**config.mk**
```make
export PLATFORM = sky130hd
export DESIGN_NAME = stream_demux_1to2
export DESIGN_NICKNAME = d
export VERILOG_FILES = /design/src/rtl/stream_demux_pkg.sv /design/src/rtl/stream_fifo.sv /design/src/rtl/stream_demux_1to2.sv
export SDC_FILE = /design/constraint.sdc
export NUM_CORES = 1
export LEC_CHECK = 0
export CAP_MARGIN = 20
export CORE_UTILIZATION = 45
export CTS_CLUSTER_DIAMETER = 30
export DETAILED_ROUTE_END_ITERATION = 8
export GPL_ROUTABILITY_DRIVEN = 0
export HOLD_SLACK_MARGIN = 0.1
export PLACE_DENSITY = 0.66
export SLEW_MARGIN = 10
export SYNTH_ARGS = -nofsm -noshare
export SYNTH_HDL_FRONTEND = slang
export SYNTH_HIERARCHICAL = 1
export SYNTH_SLANG_ARGS = --single-unit
```
**constraint.sdc**
```tcl
create_clock -name clk -period 5.7 [get_ports clk]
set_input_delay 1.71 -clock clk [delete_from_list [all_inputs] [get_ports clk]]
set_output_delay 1.71 -clock clk [all_outputs]
set_load 0.005 [all_outputs]
```
**src/rtl/stream_demux_pkg.sv**
```systemverilog
// Shared types and helpers for the buffered 1-to-2 stream demultiplexer.
// Channel tag encoding matches the 2:1 select mux (1 -> a, 0 -> b).
package stream_demux_pkg;

  typedef enum logic {
    CH_B = 1'b0,
    CH_A = 1'b1
  } ch_e;

  localparam int DEF_WIDTH = 8;
  localparam int DEF_DEPTH = 4;

  // Occupancy counter width: must hold 0..depth inclusive.
  function automatic int count_width(input int depth);
    return $clog2(depth) + 1;
  endfunction

endpackage

```
**src/rtl/stream_fifo.sv**
```systemverilog
// Per-channel circular FIFO with occupancy count.
// Head data reads as zero whenever the FIFO is empty.
module stream_fifo
  import stream_demux_pkg::*;
#(
  parameter int WIDTH = DEF_WIDTH,
  parameter int DEPTH = DEF_DEPTH
) (
  input  logic                            clk,
  input  logic                            rst,
  input  logic                            push,
  input  logic [WIDTH-1:0]                push_data,
  output logic                            full,
  input  logic                            pop,
  output logic [WIDTH-1:0]                head_data,
  output logic                            empty,
  output logic [count_width(DEPTH)-1:0]   count
);

  localparam int AW = $clog2(DEPTH);
  localparam int CW = count_width(DEPTH);

  logic [WIDTH-1:0] mem [DEPTH];
  logic [AW-1:0]    wr_ptr;
  logic [AW-1:0]    rd_ptr;
  logic [CW-1:0]    cnt;
  logic             wr_en;
  logic             rd_en;

  // Guard both ports so a misbehaving caller cannot corrupt the count.
  always_comb begin
    full      = (cnt == CW'(DEPTH));
    empty     = (cnt == '0);
    wr_en     = push && !full;
    rd_en     = pop && !empty;
    count     = cnt;
    head_data = empty ? '0 : mem[rd_ptr];
  end

  // Pointer and occupancy state; pointers wrap naturally at DEPTH.
  always_ff @(posedge clk or posedge rst) begin
    if (rst) begin
      wr_ptr <= '0;
      rd_ptr <= '0;
      cnt    <= '0;
    end else begin
      if (wr_en) wr_ptr <= wr_ptr + AW'(1);
      if (rd_en) rd_ptr <= rd_ptr + AW'(1);
      unique case ({wr_en, rd_en})
        2'b10:   cnt <= cnt + CW'(1);
        2'b01:   cnt <= cnt - CW'(1);
        default: cnt <= cnt;
      endcase
    end
  end

  // Storage is left unreset; stale entries are hidden by the count.
  always_ff @(posedge clk) begin
    if (wr_en) mem[wr_ptr] <= push_data;
  end

endmodule

```
**src/rtl/stream_demux_1to2.sv**
```systemverilog
// Buffered 1-to-2 stream demux: in_sel steers each beat into FIFO a or b.
// in_ready depends only on in_sel and registered fullness.
module stream_demux_1to2
  import stream_demux_pkg::*;
#(
  parameter int WIDTH = DEF_WIDTH,
  parameter int DEPTH = DEF_DEPTH
) (
  input  logic                          clk,
  input  logic                          rst,
  input  logic [WIDTH-1:0]              in_data,
  input  logic                          in_sel,
  input  logic                          in_valid,
  output logic                          in_ready,
  output logic [WIDTH-1:0]              a_data,
  output logic                          a_valid,
  input  logic                          a_ready,
  output logic [count_width(DEPTH)-1:0] a_count,
  output logic [WIDTH-1:0]              b_data,
  output logic                          b_valid,
  input  logic                          b_ready,
  output logic [count_width(DEPTH)-1:0] b_count
);

  ch_e  sel;
  logic a_full;
  logic b_full;
  logic a_empty;
  logic b_empty;
  logic a_push;
  logic b_push;
  logic a_pop;
  logic b_pop;

  assign sel = ch_e'(in_sel);

  // Ready mux and steering; a beat goes to exactly one FIFO.
  always_comb begin
    in_ready = 1'b0;
    a_push   = 1'b0;
    b_push   = 1'b0;
    unique case (sel)
      CH_A: begin
        in_ready = !a_full;
        a_push   = in_valid && !a_full;
      end
      CH_B: begin
        in_ready = !b_full;
        b_push   = in_valid && !b_full;
      end
      default: ;
    endcase
  end

  // Output handshakes: a channel pops only its own head.
  always_comb begin
    a_valid = !a_empty;
    b_valid = !b_empty;
    a_pop   = a_valid && a_ready;
    b_pop   = b_valid && b_ready;
  end

  stream_fifo #(
    .WIDTH(WIDTH),
    .DEPTH(DEPTH)
  ) u_fifo_a (
    .clk       (clk),
    .rst       (rst),
    .push      (a_push),
    .push_data (in_data),
    .full      (a_full),
    .pop       (a_pop),
    .head_data (a_data),
    .empty     (a_empty),
    .count     (a_count)
  );

  stream_fifo #(
    .WIDTH(WIDTH),
    .DEPTH(DEPTH)
  ) u_fifo_b (
    .clk       (clk),
    .rst       (rst),
    .push      (b_push),
    .push_data (in_data),
    .full      (b_full),
    .pop       (b_pop),
    .head_data (b_data),
    .empty     (b_empty),
    .count     (b_count)
  );

endmodule

```
==> flow_metrics.tcl <==
set metrics [dict create \
    outcome "finished clean" \
    numClockSinks 78 \
    worst_pin_slew_ns 0.645 \
    final.setup.tns_ns 0 \
    maxSlewHeadroom_pct 57.0 \
    setup_violations 0 \
    syn_inst 187 \
    yosys.area.top_type "edfxtp_1" \
    dieArea_um2 7830 \
    netlist.area_leader.share_pct 57.1 \
    wirelength_mm 5.24 \
    synthTopCellsByArea "edfxtp_1 57%, mux4_2 11%, dfrtp_1 10%, and2_1 4.5%, ha_1 3.7%" \
    ys_seq_area_share_pct 67.5 \
    worst-path-buf-inv 2 \
    p_leak_nw 1.44 \
    dieWidth_um 88.5 \
    grt_max_degree 14 \
    synth_most_common_cell "edfxtp_1" \
    place_ws_ns 1.07 \
    clock_path_buffers 2 \
    reg2regPathDepth 10 \
    fp-row-count 31 \
    via_per_inst 4.72 \
    place_inst 318 \
    cts_setup_buffers 0 \
    drt_iter0_drc 61 \
    synth_nets 213 \
    netlist_area_um2 3370 \
    final_cells 334 \
    slowest_stage "clkdlybuf4s50_1" \
    cts_resized 0 \
    synth_cell_types 22 \
    fmax_ghz 0.216 \
    yosysWarnings 6 \
    hold_ws_ns 0.514 \
    layout_setup_ws_ns 1.07 \
    cp_cell_sequence "clkdlybuf4s50_1 -> mux2i_1 -> clkdlybuf4s50_1" \
    ioPinCount 39 \
    ant_nets 0 \
    clk_pin_slew_worst_paths_ns 0.07 \
    cts_buffers 9 \
    clk_latency_ns 0.35 \
    r2r_end "u_fifo_a/count[2]" \
    hold_buffers 0 \
    grt_pass1_vias 1561 \
    reg2reg_slack_ns 3.40 \
    synth_top_flop_cell "edfxtp_1" \
    layout-drive-gt1-share_pct 17.9 \
    synth-seq-cells 78 \
    crit_family "buffers and inverters" \
    avgSynthCellArea_um2 18.0 \
    area_growth_pct 19.0 \
    rsz0062_at_grt "no" \
    grt_remaining_overflow 0 \
    use_met3_pct 4.85 \
    track_usage_pct 15.5 \
    post-route-min-period_ns 4.63 \
    core_um2 7250 \
    critPathCaptureType "output pin" \
    cp.required_ns 3.99 \
    path_depth 3 \
    cp_data_arrival_time_ns 2.92 \
    final_nets 256 \
    fin_crit_sh_pct 81.2 \
    ir_drop_uv 238 \
    drv_cap 0 \
    nFillCells 591 \
    diodes 0 \
    power_density_nw_per_um2 486 \
    dp_hpwl_mm 3.52 \
    drv_slew 0 \
    crit_top_cell "clkdlybuf4s50_1" \
    min_path_type "reg -> reg" \
    synth-edff-count 64 \
    endpoint "in_ready" \
    drt_pass1_iterations 4 \
    crit_fanout 3 \
    async_flop_share_pct 17.9 \
    crit_type "in -> out" \
    reg2reg_from "u_fifo_a/count[0]" \
    antenna_found_initial 0 \
    cts_max_level 3 \
    synthTopCellsByCount "64 x edfxtp_1, 24 x and2_1, 18 x inv_1, 16 x mux4_2, 14 x dfrtp_1" \
    cpPeakStageDelay_ns 0.51 \
    routedWlPerCell_um 15.7 \
    root_buffer "clkbuf_8" \
    finalHoldViolCount 0 \
    skew_ns 0.00855 \
    drc 0 \
    start_util_pct 46.4 \
    grt_pass1_wl_mm 8.33 \
    portBuffers 38 \
    vias 1576 \
    gr-usage-met2_pct 23.9 \
    cts_tree "yes" \
    met1_usage_pct 20.2 \
    busiest_layer "met2" \
    fp.dieH_um 88.5 \
    crit_start "in_sel" \
    worst_setup_path_start_kind "input pin" \
]
[cell families (layout without fill, tap and decap cells)]
logic type | count (synthesis) | count (layout) | share of synthesized area (%)
fa+ha+maj | 12 | 12 | 4.91
xor+xnor | 12 | 12 | 3.12
simple gates | 40 | 40 | 8.58
buf+inv | 24 | 72 | 3.64
flops | 78 | 78 | 67.5
mux | 21 | 21 | 12.3
[sequential cells by signal, summed over array words and instances, names as in the netlist]
name             cells
u_fifo_b/count       3
u_fifo_b/rd_ptr      2
u_fifo_a/wr_ptr      2
u_fifo_a/rd_ptr      2
u_fifo_a/count       3
u_fifo_a/mem        32
u_fifo_b/wr_ptr      2
u_fifo_b/mem        32
[where the power goes]
group	switching, W	leakage [nW]	internal (W)
registers	0.000121	0.743	0.000725
logic	0.000251	0.606	0.000455
clock network	0.000194	0.0899	0.000201
[placed cells by master (no fill, tap or decap)]
master           Yosys  routed
clkbuf_8             0       9
clkdlybuf4s50_1      0      38
or3_4                2       2
nand3_2              2       2
inv_1               18      18
xor2_1               6       6
bufinv_16            0       1
nor3b_2              2       2
and3b_1              1       1
xnor2_1              6       6
nor2b_2              2       2
and2_1              24      24
fa_1                 2       2
nor2_1               2       2
mux2_2               2       2
clkinv_1             0       1
mux2i_1              3       3
clkinv_4             0       1
ha_1                10      10
mux4_2              16      16
and2_4               2       2
dfrtp_1             14      14
edfxtp_1            64      64
clkinvlp_4           0       2
clkbuf_1             0       1
nor3b_1              1       1
clkinv_2             0       1
nor2b_1              2       2
[worst min-delay path by stage]
| stage | cells past startpoint | from | endpoint | slack (ns) |
|---|---|---|---|---|
| floorplan | 1 | u_fifo_a/count[2] | u_fifo_a/count[2] | 0.50 |
| global placement | 1 | u_fifo_a/count[2] | u_fifo_a/count[2] | 0.50 |
| detailed placement | 1 | u_fifo_b/count[2] | u_fifo_b/count[2] | 0.51 |
| CTS | 1 | u_fifo_a/count[2] | u_fifo_a/count[2] | 0.52 |
| global route | 1 | u_fifo_a/count[2] | u_fifo_a/count[2] | 0.53 |
| finish | 1 | u_fifo_a/count[2] | u_fifo_a/count[2] | 0.51 |
[metal layers]
metal / share of wire (%) / wire length (um) / up-vias
met3: 3.4 / 179 / 10
met5: 0 / 0 / -
met4: 1.9 / 99 / 0
li1: - / - / 761
met2: 50 / 2600 / 30
met1: 45 / 2360 / 775
[cell type report]
cell class	instances	area [um2]	area share, %
Inverter	18	67.6	1.69
Multi-Input combinational cell	85	972	24.3
Clock inverter	6	62.6	1.56
Timing Repair Buffer	38	380	9.49
Sequential cell	78	2270	56.7
Tap cell	99	124	3.09
Clock buffer	10	128	3.19
[stage by stage]
step	power (W)	util [%]	area, um2
after global routing	0.00208	55.2	4010
after floorplan	0.00128	-	3370
final	0.00195	55.2	4010
after detailed placement	0.00158	52.6	3820
after CTS	0.00197	55.2	4010
after global placement	0.00156	52.6	3820
No activity file was read; power rests on OpenSTA's default activity.
